[config.mk]
export PLATFORM = sky130hd
export DESIGN_NAME = fifo_width_packer_flat
export DESIGN_NICKNAME = d
export VERILOG_FILES = /design/src/rtl/fifo_width_packer_pkg.sv /design/src/rtl/fifo_width_packer_if.sv /design/src/rtl/fifo_width_packer_out_reg.sv /design/src/rtl/fifo_width_packer.sv /design/src/flat_wrapper.sv
export SDC_FILE = /design/constraint.sdc
export NUM_CORES = 1
export LEC_CHECK = 0
export CAP_MARGIN = 20
export CORE_MARGIN = 4
export CORE_UTILIZATION = 59
export CTS_CLUSTER_SIZE = 25
export DETAILED_ROUTE_END_ITERATION = 12
export GPL_TIMING_DRIVEN = 0
export PLACE_DENSITY = 0.85
export SYNTH_ARGS = -nofsm -noshare
export SYNTH_HDL_FRONTEND = slang
export SYNTH_HIERARCHICAL = 1
export SYNTH_SLANG_ARGS = --single-unit
[constraint.sdc]
create_clock -name clk -period 6.8 [get_ports clk]
set_clock_uncertainty 0.1 [all_clocks]
set_input_delay 0.68 -clock clk [delete_from_list [all_inputs] [get_ports clk]]
set_output_delay 0.68 -clock clk [all_outputs]
set_load 0.02 [all_outputs]
[src/rtl/fifo_width_packer_pkg.sv]
// fifo_width_packer_pkg: sizing and lane-slice helpers shared by the packer files
package fifo_width_packer_pkg;
  function automatic int lane_w(input int ratio);
    return $clog2(ratio + 1);
  endfunction
  function automatic int lane_off(input int lane, input int width);
    return lane * width;
  endfunction
endpackage

[src/rtl/fifo_width_packer_if.sv]
// fifo_width_packer_if: FWFT read side, FIFO write side and flush of the packer
interface fifo_width_packer_if
  import fifo_width_packer_pkg::*;
#(
  parameter int IN_WIDTH = 32,
  parameter int RATIO = 4,
  parameter int LANE_W = lane_w(RATIO)
);
  logic in_empty_n;
  logic in_read;
  logic [IN_WIDTH-1:0] in_dout;
  logic out_full_n;
  logic out_write;
  logic [IN_WIDTH*RATIO-1:0] out_din;
  logic [LANE_W-1:0] out_lanes;
  logic flush;
  modport master (
    output in_empty_n, in_dout, out_full_n, flush,
    input in_read, out_write, out_din, out_lanes
  );
  modport slave (
    input in_empty_n, in_dout, out_full_n, flush,
    output in_read, out_write, out_din, out_lanes
  );
endinterface

[src/rtl/fifo_width_packer_out_reg.sv]
// fifo_width_packer_out_reg: single-entry output holding register, held stable until transferred
module fifo_width_packer_out_reg #(
  parameter int W = 32,
  parameter int LW = 3
) (
  input logic clk,
  input logic reset,
  input logic load,
  input logic [W-1:0] load_data,
  input logic [LW-1:0] load_lanes,
  input logic full_n,
  output logic out_write,
  output logic [W-1:0] out_din,
  output logic [LW-1:0] out_lanes,
  output logic slot_free
);
  assign slot_free = !out_write || full_n;
  always_ff @(posedge clk or negedge reset)
    if (!reset) begin
      out_write <= 1'b0;
      out_din <= '0;
      out_lanes <= '0;
    end else if (load) begin
      out_write <= 1'b1;
      out_din <= load_data;
      out_lanes <= load_lanes;
    end else if (full_n) begin
      out_write <= 1'b0;
    end
endmodule

[src/rtl/fifo_width_packer.sv]
// fifo_width_packer: packs RATIO narrow FWFT words into one wide word, with flush of partial words
module fifo_width_packer
  import fifo_width_packer_pkg::*;
#(
  parameter int IN_WIDTH = 32,
  parameter int RATIO = 4
) (
  input logic clk,
  input logic reset,
  fifo_width_packer_if.slave bus
);
  localparam int LANE_W = lane_w(RATIO);
  localparam int out_w = IN_WIDTH * RATIO;
  localparam logic [LANE_W-1:0] last_lane = LANE_W'(RATIO - 1);
  logic [LANE_W-1:0] cnt, filled;
  logic [out_w-1:0] acc, acc_next;
  logic flush_pending, slot_free, accept, last, flush_req, load;
  assign accept = reset && bus.in_empty_n && !flush_pending && (cnt < last_lane || slot_free);
  assign bus.in_read = accept;
  assign last = accept && cnt == last_lane;
  assign filled = cnt + LANE_W'(accept);
  // a flush coinciding with the last lane rides on the full word
  assign flush_req = bus.flush && (cnt != '0 || accept) && !last;
  assign load = last || ((flush_req || flush_pending) && slot_free);
  always_comb begin
    acc_next = acc;
    if (accept) acc_next[lane_off(int'(cnt), IN_WIDTH) +: IN_WIDTH] = bus.in_dout;
  end
  always_ff @(posedge clk or negedge reset)
    if (!reset) begin
      cnt <= '0;
      acc <= '0;
      flush_pending <= 1'b0;
    end else if (load) begin
      cnt <= '0;
      acc <= '0;
      flush_pending <= 1'b0;
    end else begin
      cnt <= filled;
      acc <= acc_next;
      flush_pending <= flush_pending || flush_req;
    end
  fifo_width_packer_out_reg #(.W(out_w), .LW(LANE_W)) u_out_reg (
    .clk(clk),
    .reset(reset),
    .load(load),
    .load_data(acc_next),
    .load_lanes(filled),
    .full_n(bus.out_full_n),
    .out_write(bus.out_write),
    .out_din(bus.out_din),
    .out_lanes(bus.out_lanes),
    .slot_free(slot_free)
  );
endmodule

[src/flat_wrapper.sv]
// flat-port wrapper written by rule: the top's interface ports become plain ports
module fifo_width_packer_flat import fifo_width_packer_pkg::*;
#(
  parameter int IN_WIDTH = 32,
  parameter int RATIO = 4
)
  (clk, reset, bus_in_empty_n, bus_in_dout, bus_out_full_n, bus_flush, bus_in_read, bus_out_write, bus_out_din, bus_out_lanes);
  fifo_width_packer_if #(.IN_WIDTH(IN_WIDTH), .RATIO(RATIO)) bus_i ();
  input logic clk;
  input logic reset;
  input wire logic [$bits(bus_i.in_empty_n)-1:0] bus_in_empty_n;
  input wire logic [$bits(bus_i.in_dout)-1:0] bus_in_dout;
  input wire logic [$bits(bus_i.out_full_n)-1:0] bus_out_full_n;
  input wire logic [$bits(bus_i.flush)-1:0] bus_flush;
  output wire logic [$bits(bus_i.in_read)-1:0] bus_in_read;
  output wire logic [$bits(bus_i.out_write)-1:0] bus_out_write;
  output wire logic [$bits(bus_i.out_din)-1:0] bus_out_din;
  output wire logic [$bits(bus_i.out_lanes)-1:0] bus_out_lanes;
  assign bus_i.in_empty_n = bus_in_empty_n;
  assign bus_i.in_dout = bus_in_dout;
  assign bus_i.out_full_n = bus_out_full_n;
  assign bus_i.flush = bus_flush;
  assign bus_in_read = bus_i.in_read;
  assign bus_out_write = bus_i.out_write;
  assign bus_out_din = bus_i.out_din;
  assign bus_out_lanes = bus_i.out_lanes;
  fifo_width_packer #(.IN_WIDTH(IN_WIDTH), .RATIO(RATIO)) u_core (.clk(clk), .reset(reset), .bus(bus_i));
endmodule
# After elaboration in Yosys (flattened, before gate mapping)
# Cells that the tools add are included.
dict set report totals {
  ff_bits 264
  in_bits 37
  elab_cells 36
}
dict set report classes {
  addsub 2
  magnitude_cmp 1
  n_eq_ne 1
  shifts 2
  muxes 7
  n_reduce_logical 17
}
# operator n
set op_table {}
lappend op_table {{$mux W128} 2}
lappend op_table {{$bwmux W128} 1}
lappend op_table {{$shift A32 B33 Y128 const A} 1}
lappend op_table {{$shiftx A32 B33 Y128} 1}
lappend op_table {{$neg A8 Y33} 1}
lappend op_table {{$logic_and A1 B1 Y1} 7}
lappend op_table {{$logic_or A1 B1 Y1} 5}
lappend op_table {{$add A3 B1 Y3} 1}
lappend op_table {{$eq A3 B2 Y1 const B} 1}
lappend op_table {{$logic_not A1 Y1} 3}
lappend op_table {{$lt A3 B2 Y1 const B} 1}
lappend op_table {{$mux W1} 3}
lappend op_table {{$mux W3} 1}
lappend op_table {{$reduce_bool A3 Y1} 1}
lappend op_table {{$reduce_bool A2 Y1} 1}

# Depth between registers and ports, before layout
# Gate-level depths: netlist (run 1).
dict set report depth {
  word_depth 11
  ltp_mapped 11
  depth_no_buf 7
}

# Modules after synthesis
# Netlist (run 1), hierarchy kept.
# module instances cells_each area_per_inst_um2
set modules_own_cells {}
lappend modules_own_cells {fifo_width_packer 1 698 6398.6}
lappend modules_own_cells {fifo_width_packer_out_reg 1 280 5228.8}

# Worst setup path after synthesis (run 1)
# No wires, ideal clock.
dict set report synth_path {
  path_kind {reg-to-reg}
  startpoint {register u_core.cnt[0]}
  endpoint {register u_core.u_out_reg.out_din[100]}
  arrival_ns 2.565
  t_required_ns 6.575
  slack_ns 4.010
  stages_incl_launch_ff 12
  path_buffers 4
  cell_sequence {dfrtp_1 > inv_1 > ha_1 > ha_1 > a21bo_2 > a21oi_1 > o21ai_1 > clkbuf_1 > buf_6 > buf_8 > buf_6 > mux2_4}
}
dict set report synth_between {
  elab_chain_len 9
}
# item line
set synth_lines {}
lappend synth_lines {{start, declared} fifo_width_packer.sv:15} ;# logic [LANE_W-1:0] cnt, filled;
lappend synth_lines {{start signal, assigned} fifo_width_packer.sv:39} ;# cnt <= filled;
lappend synth_lines {{$lt A3 B2 Y1} fifo_width_packer.sv:18} ;# assign accept = reset && bus.in_empty_n && !flush_pending && (cnt < last_lane || slot_free);
lappend synth_lines {{$logic_or A1 B1 Y1} fifo_width_packer.sv:18}
lappend synth_lines {{$logic_and A1 B1 Y1} fifo_width_packer.sv:18}
lappend synth_lines {{$logic_or A1 B1 Y1 / $logic_and A1 B1 Y1 (equally long branches)} {fifo_width_packer.sv:23, fifo_width_packer.sv:20}}
lappend synth_lines {{$logic_and A1 B1 Y1 / $logic_not A1 Y1 (equally long branches)} fifo_width_packer.sv:23} ;# assign flush_req = bus.flush && (cnt != '0 || accept) && !last;
lappend synth_lines {{$logic_and A1 B1 Y1} fifo_width_packer.sv:23}
lappend synth_lines {{$logic_or A1 B1 Y1} fifo_width_packer.sv:24} ;# assign load = last || ((flush_req || flush_pending) && slot_free);
lappend synth_lines {{$logic_and A1 B1 Y1} fifo_width_packer.sv:24}
lappend synth_lines {{$logic_or A1 B1 Y1 *} fifo_width_packer.sv:24}
lappend synth_lines {{via u_core.load} fifo_width_packer.sv:17} ;# logic flush_pending, slot_free, accept, last, flush_req, load;
lappend synth_lines {{end signal, assigned} fifo_width_packer_out_reg.sv:25} ;# out_din <= load_data;
lappend synth_lines {{end, declared} fifo_width_packer_out_reg.sv:13} ;# output logic [W-1:0] out_din,
# Mark *: on every way through the listed nets, which the timed path passes. The rest lies on a longest branch.
# A chain may end at the register's enable or synchronous reset.

# Worst setup path after layout (run 1)
dict set report layout_path {
  startpoint {register u_core.cnt[0]}
  endpoint {register u_core.u_out_reg.out_din[23]}
}
# Same word-level chain as after synthesis.

==> results of run 1 <==
[registers in the layout, summed over array words and instances (netlist names)]
| register | cells |
|---|---|
| u_core/acc | 128 |
| u_core/cnt | 3 |
| u_core/flush_pending | 1 |
| u_core/u_out_reg/out_din | 128 |
| u_core/u_out_reg/out_lanes | 3 |
| u_core/u_out_reg/out_write | 1 |
[per-stage QoR]
stage	power [mW]	area, sq um
floorplan	2.771	11630
global placement	3.189	13650
detailed placement	3.227	13710
CTS	4.586	14520
global route	4.762	14520
finish	4.573	14520
[layout make-up]
class                      count  area (sq um)
tap                          265         331.6
timing repair buffer         172          1762
fill                        1285          4880
clock inverter                 7         46.29
buffer                        62         367.9
inverter                       7         26.28
multi-input combinational    645          4627
clock buffer                  37         752.0
sequential                   264          6606
[metal layers]
| metal | part of all wire [%] | routed length (microns) | vias to the layer above | global-route usage, % |
|---|---|---|---|---|
| li1 | - | - | 3692 | - |
| met1 | 42 | 12210 | 4075 | 36.40 |
| met2 | 48 | 14010 | 281 | 43.46 |
| met3 | 6.4 | 1856 | 59 | 4.906 |
| met4 | 3.1 | 891 | 0 | 8.499 |
| met5 | 0 | 0 | - | 0 |
[worst max-delay path, stage by stage, from the launching register on]
cell      delay, ns
dfrtp_1        0.57
inv_1          0.16
ha_1           0.24
ha_1           0.22
a21bo_2        0.19
a21oi_1        0.05
o21ai_1        0.43
clkbuf_1       0.49
buf_6          0.20
buf_2          0.31
mux2_2         0.38
[power breakdown]
part	internal, mW	switching, mW	total (mW)	leakage, nW
sequential	1.70	0.0679	1.77	3.67
combinational	0.613	0.840	1.45	3.25
clock	0.765	0.586	1.35	0.400
[logic make-up after synthesis]
kind of cell,after synthesis,synth area share (%)
simple gates,365,14.35
compound gates,109,5.305
mux,163,19.30
buf+inv,69,3.390
fa+ha+maj,7,0.7532
flops,264,56.82
xor+xnor,1,0.07534
[cells in the final DEF, fill, tap and decap left out, drive strengths merged, types with 7 or more instances in the layout]
| cell | instances |
|---|---|
| buf | 42 |
| clkdlybuf4s50 | 168 |
| ha | 7 |
| inv | 7 |
| mux2 | 163 |
| dfrtp | 264 |
| or2 | 31 |
| nor2b | 34 |
| clkbuf | 60 |
| clkinv | 7 |
| nand2 | 224 |
| nand3 | 63 |
| a21oi | 98 |
[timing repair]
action                                 4_1_cts  5_1_grt
endpoints found under the hold margin       15        0
setup endpoints to repair                    0        0
hold buffers                                 1        0
[worst min path at each step]
| stage | endpoint | slack, ns | depth (start not counted) |
|---|---|---|---|
| finish | u_core/u_out_reg/out_din[37] | 0.41 | 1 |
| global route | u_core/u_out_reg/out_din[26] | 0.42 | 1 |
| CTS | u_core/u_out_reg/out_din[25] | 0.41 | 1 |
| detailed placement | u_core/u_out_reg/out_din[121] | 0.39 | 1 |
| global placement | u_core/u_out_reg/out_din[7] | 0.39 | 1 |
| floorplan | u_core/acc[0] | 0.28 | 0 |
==> metrics.csv, run 1 <==
stage,metric,value,unit
sta,timing.fmax,288.5,MHz
yosys,synth_edf_count,0,
global_routing,grt_start_max_net_pins,126,
global_routing,grt_antenna_before_repair,0,
clocking,cts_buffers,26,
drt,ant_nets,0,
clocking,cts.repair.resized,0,
final_layout,drive_gt1_share,21.78,%
floorplan,dieArea,0.02202,sq mm
yosys,synth.cells.most_frequent,"dfrtp_1, nand2_1, mux2_4",
sta,final.setup.tns,0,ns
final_layout,diodes,0,
place,port_buffers,169,
drt,dr_total_vias,8107,
drt,dr.pass1.iters,5,
yosys,yosysTopAreaCell,dfrtp_1,
clocking,cts_tree,done,
yosys,syn_inst,978,
clocking,insertion_delay,0.53,ns
yosys,synth.area.top_cells,"dfrtp_1, mux2_4, nand2_1, mux2_2, a21oi_1",
critical_path,cp_data_arrival_time,3.77,ns
clocking,clock-sinks,264,
sta,hold_violations,0,
yosys,avgSynthCellArea,11.89,sq um
critical_path,reg2reg_slack,3.33,ns
yosys,synth_seq_cells,264,
sta,hold_ws,0.4061,ns
floorplan,die_y,148.4,microns
final_layout,area_growth,24.87,%
critical_path,rr_endpoint,u_core/u_out_reg/out_din[23],
yosys,ys_types,34,
sta,timing.final.ws_setup,3.333,ns
drt,wl,28.97,mm
yosys,yosys.area.top_type_share,56.82,%
critical_path,reg2reg_depth,10,
global_routing,grt_pass1_wl,46.33,mm
pwr,cellPowerDensity,315.0,mW/mm^2
critical_path,crit_end,u_core/u_out_reg/out_din[23],
sta,fin_crit,3.467,ns
sta,timing.slew.headroom,50.81,%
clocking,clkTransAtPathRegs,0.06,ns
global_routing,grt_usage,26.52,%
final_layout,fin_util,74.85,%
min_path,hold_class,reg -> reg,
drt,drt_iter0_drc,613,
pwr,ir_drop,211.6,uV
flow_run,max_cap_violations,0,
sta,worst_pin_slew,0.7371,ns
global_routing,grt-ovfl-total,0,
floorplan,start_util,59.94,%
yosys,yosysMostFrequentCell,dfrtp_1,
drt,drt-vias-per-instance,5.557,
sta,finalMaxSlewViolations,0,
clocking,cts_root_buffer,clkbuf_16,
critical_path,worst-path-max-fanout,10,
clocking,post_cts_buffers,0,
critical_path,path_class,reg -> reg,
yosys,synthArstFlopShare,100.0,%
floorplan,coreArea,0.01940,sq mm
critical_path,crit_path_end_kind,flip-flop,
clocking,clockBufferDepth,3,
floorplan,io_pins,170,
place,preCtsSetupSlack,2.987,ns
yosys,synth_ff_type,dfrtp_1,
critical_path,r2r-start,u_core/cnt[0],
place,gp_congestion,0.8448,
place,dp_hpwl,20.08,mm
floorplan,fp-row-count,51,
yosys,synth_area,0.01163,sq mm
critical_path,crit_start,u_core/cnt[0],
critical_path,start_kind,flip-flop,
yosys,yosysWarnings,6,
drt,drc,0,
min_path,worstHoldStart,u_core/u_out_reg/out_din[37],
yosys,synth_fp_nets,1022,
yosys,ys_seq_area_share,56.82,%
critical_path,crit_required,7.11,ns
final_layout,final_cells,1459,
final_layout,fin_nets,1222,
floorplan,dieWidth,148.4,microns
place,dp_cells,1414,
pwr,leakage,7.323,nW
sta,rsz0062_at_grt,false,
sta,setup_viol,0,
run_status,status,"finished, final reports clean",
drt,drt-wirelength-per-cell,19.86,microns
global_routing,grt_pass1_vias,8503,
sta,finalCritPeriodShare,50.98,%
clocking,h-tree-depth,1,
(Power assumes the default switching activity.)
==> run 2, diff against run 1 <==
--- a/config.mk
+++ b/config.mk
@@ -7,11 +7,11 @@
 export LEC_CHECK = 0
 export CAP_MARGIN = 20
 export CORE_MARGIN = 4
-export CORE_UTILIZATION = 59
+export CORE_UTILIZATION = 55
 export CTS_CLUSTER_SIZE = 25
 export DETAILED_ROUTE_END_ITERATION = 12
 export GPL_TIMING_DRIVEN = 0
-export PLACE_DENSITY = 0.85
+export PLACE_DENSITY = 0.8
 export SYNTH_ARGS = -nofsm -noshare
 export SYNTH_HDL_FRONTEND = slang
 export SYNTH_HIERARCHICAL = 1
==> constraint.sdc (replaced) <==
create_clock -name clk -period 3.45 [get_ports clk]
set_clock_uncertainty 0.1 [all_clocks]
set_input_delay 0.345 -clock clk [delete_from_list [all_inputs] [get_ports clk]]
set_output_delay 0.345 -clock clk [all_outputs]
set_load 0.02 [all_outputs]
==> run 2 against run 1 <==
Sequential share of layout area fell by 0.23 points. Register-to-register slack worse by 3.1 ns. Clock power grew 110%. Final cell count is 0.55% higher. Critical endpoint is now u_core/u_out_reg/out_din[117]. Largest power group unchanged.
==> metrics.csv, run 2 (synthesized netlist as in run 1, its figures left out) <==
stage,metric,value,unit
run_status,status,"finished, final reports clean",
place,dp_cells,1419,
drt,drc,0,
sta,worst_pin_slew,0.7092,ns
critical_path,crit_chain,"inv_1, ha_1, ha_1, a21bo_2, a21oi_1, o21ai_2, clkbuf_2, buf_6, buf_8, buf_6, mux2_4",
clocking,h-tree-depth,1,
final_layout,fillers,1455,
critical_path,crit_path_end_kind,flip-flop,
floorplan,fp-row-count,52,
final_layout,final_cells,1467,
pwr,pwr-share-comb,31.3,%
critical_path,slowest_stage,dfrtp_1,
sta,timing.slew.headroom,52.67,%
clocking,cts_buffers,27,
floorplan,start_util,56.73,%
critical_path,cp_data_arrival_time,3.48,ns
clocking,insertion_delay,0.52,ns
place,port_buffers,169,
global_routing,grt_pass1_wl,46.11,mm
clocking,cts_tree,done,
clocking,clock-sinks,264,
drt,drt_iter0_drc,581,
pwr,cellPowerDensity,626.0,mW/mm^2
sta,finalCritPeriodShare,92.35,%
sta,setup_viol,0,
sta,final.setup.tns,0,ns
min_path,hold_class,in -> async,
pwr,ir_drop,390.0,uV
sta,finalMaxSlewViolations,0,
drt,drt-wirelength-per-cell,19.58,microns
critical_path,slowest_delay,0.57,ns
floorplan,coreArea,0.02049,sq mm
final_layout,final_common_cell,dfrtp_1,
final_layout,diodes,0,
global_routing,grt_start_max_net_pins,126,
drt,dr_total_vias,8040,
critical_path,reg2reg_slack,0.26,ns
pwr,power.internal,6.216,mW
final_layout,mostFrequentLayoutCells,"dfrtp_1, nand2_1, clkdlybuf4s50_1",
global_routing,grt_pass1_vias,8403,
critical_path,worst-path-max-fanout,10,
floorplan,die_y,153.4,microns
global_routing,grt_antenna_before_repair,0,
floorplan,dieWidth,153.4,microns
flow_run,max_cap_violations,0,
pwr,finalPower,9.136,mW
final_layout,fin_util,71.21,%
final_layout,fin_nets,1224,
final_layout,seq_area,0.006606,sq mm
place,gp_congestion,0.8327,
pwr,leakage,7.350,nW
sta,timing.fmax,313.9,MHz
place,dp_hpwl,20.15,mm
final_layout,area_growth,25.51,%
critical_path,start_kind,flip-flop,
sta,fin_crit,3.186,ns
global_routing,grt-ovfl-total,0,
final_layout,reg_top3,"u_core/acc: 128 flops, u_core/u_out_reg/out_din: 128 flops",
critical_path,path_class,reg -> reg,
pwr,clkPwrFrac,30.6,%
drt,ant_nets,0,
global_routing,grt_usage,24.23,%
drt,drt-vias-per-instance,5.481,
sta,rsz0062_at_grt,false,
final_layout,multi_input_area,0.004631,sq mm
clocking,cts_root_buffer,clkbuf_16,
pwr,switchingPower,2.920,mW
clocking,clkTransAtPathRegs,0.06,ns
critical_path,r2r-start,u_core/cnt[0],
clocking,post_cts_buffers,0,
drt,wl,28.73,mm
critical_path,rr_endpoint,u_core/u_out_reg/out_din[117],
critical_path,crit_required,3.75,ns
drt,dr.pass1.iters,5,
final_layout,drive_gt1_share,21.72,%
pwr,swShare,31.96,%
clocking,clockBufferDepth,3,
floorplan,io_pins,170,
sta,hold_violations,0,
pwr,power_frac_seq,38.2,%
critical_path,reg2reg_depth,11,
floorplan,dieArea,0.02353,sq mm
[run 2: cell count changes in the layout (fill, tap and decap cells not counted)]
cell       delta
buf_16        +1
bufinv_16     +2
clkbuf_1      +4
clkbuf_16     +1
clkbuf_2      +1
clkbuf_8      -3
clkinv_2      -2
clkinv_8      -1
o21ai_1       -1
o21ai_2       +1
[run 2: critical path, delay by kind of cell, from the launching register on]
family / cells / cell delay (ns)
fa+ha+maj: 2 / 0.46
buf+inv: 5 / 1.06
mux: 1 / 0.32
flops: 1 / 0.57
compound gates: 3 / 0.55
[run 2: metal layers]
metal  up-vias  global-route usage (%)  wire length (microns)
met2       256                   39.99                  13750
met4         0                   6.182                    750
met5         -                       0                      0
li1       3697                       -                      -
met1      4031                   33.49                  12500
met3        56                   4.580                   1730
[run 2: final cells by class]
type | count | area share [%]
sequential | 264 | 45.27
inverter | 7 | 0.1800
multi-input combinational | 645 | 31.73
timing repair buffer | 173 | 12.26
clock buffer | 40 | 5.170
clock inverter | 6 | 0.5487
buffer | 62 | 2.529
tap | 270 | 2.315
[run 2: what timing repair did]
action,in CTS,in global routing
pin swaps,0,0
hold endpoints to repair,66,0
resized for setup,1,1
hold buffers,2,0
endpoints found under the setup margin,116,3
[run 2: through the flow]
step | hold WS [ns] | setup WS (ns) | area [sq um]
2_1_floorplan | -0.05059 | 0.6601 | 11630
3_3_place_gp | 0.3900 | -9.374 | 13660
3_5_place_dp | 0.2198 | -0.2892 | 13720
4_1_cts | 0.3093 | 0.1300 | 14590
5_1_grt | 0.3385 | 0.1411 | 14590
6_report | 0.2911 | 0.2640 | 14590
[run 2: power by group through the flow]
stage          Sequential (mW)  Combinational, mW  Clock (mW)
2_1_floorplan             3.62               1.84           0
3_3_place_gp              3.53               2.77           0
3_5_place_dp              3.54               2.82           0
4_1_cts                   3.49               2.85        2.84
5_1_grt                   3.51               3.04        2.98
6_report                  3.49               2.86        2.79
[run 2: worst max path at each step]
stage	slack (ns)	cells past startpoint	from	end
6_report	0.26	11	u_core/cnt[0]	u_core/u_out_reg/out_din[117]
5_1_grt	0.14	11	u_core/cnt[0]	u_core/u_out_reg/out_din[71]
4_1_cts	0.13	10	u_core/cnt[0]	u_core/u_out_reg/out_din[15]
3_5_place_dp	-0.29	10	reset	u_core/u_out_reg/out_din[15]
3_3_place_gp	-9.37	1	reset	u_core/acc[14]
2_1_floorplan	0.66	11	u_core/cnt[0]	u_core/u_out_reg/out_din[100]
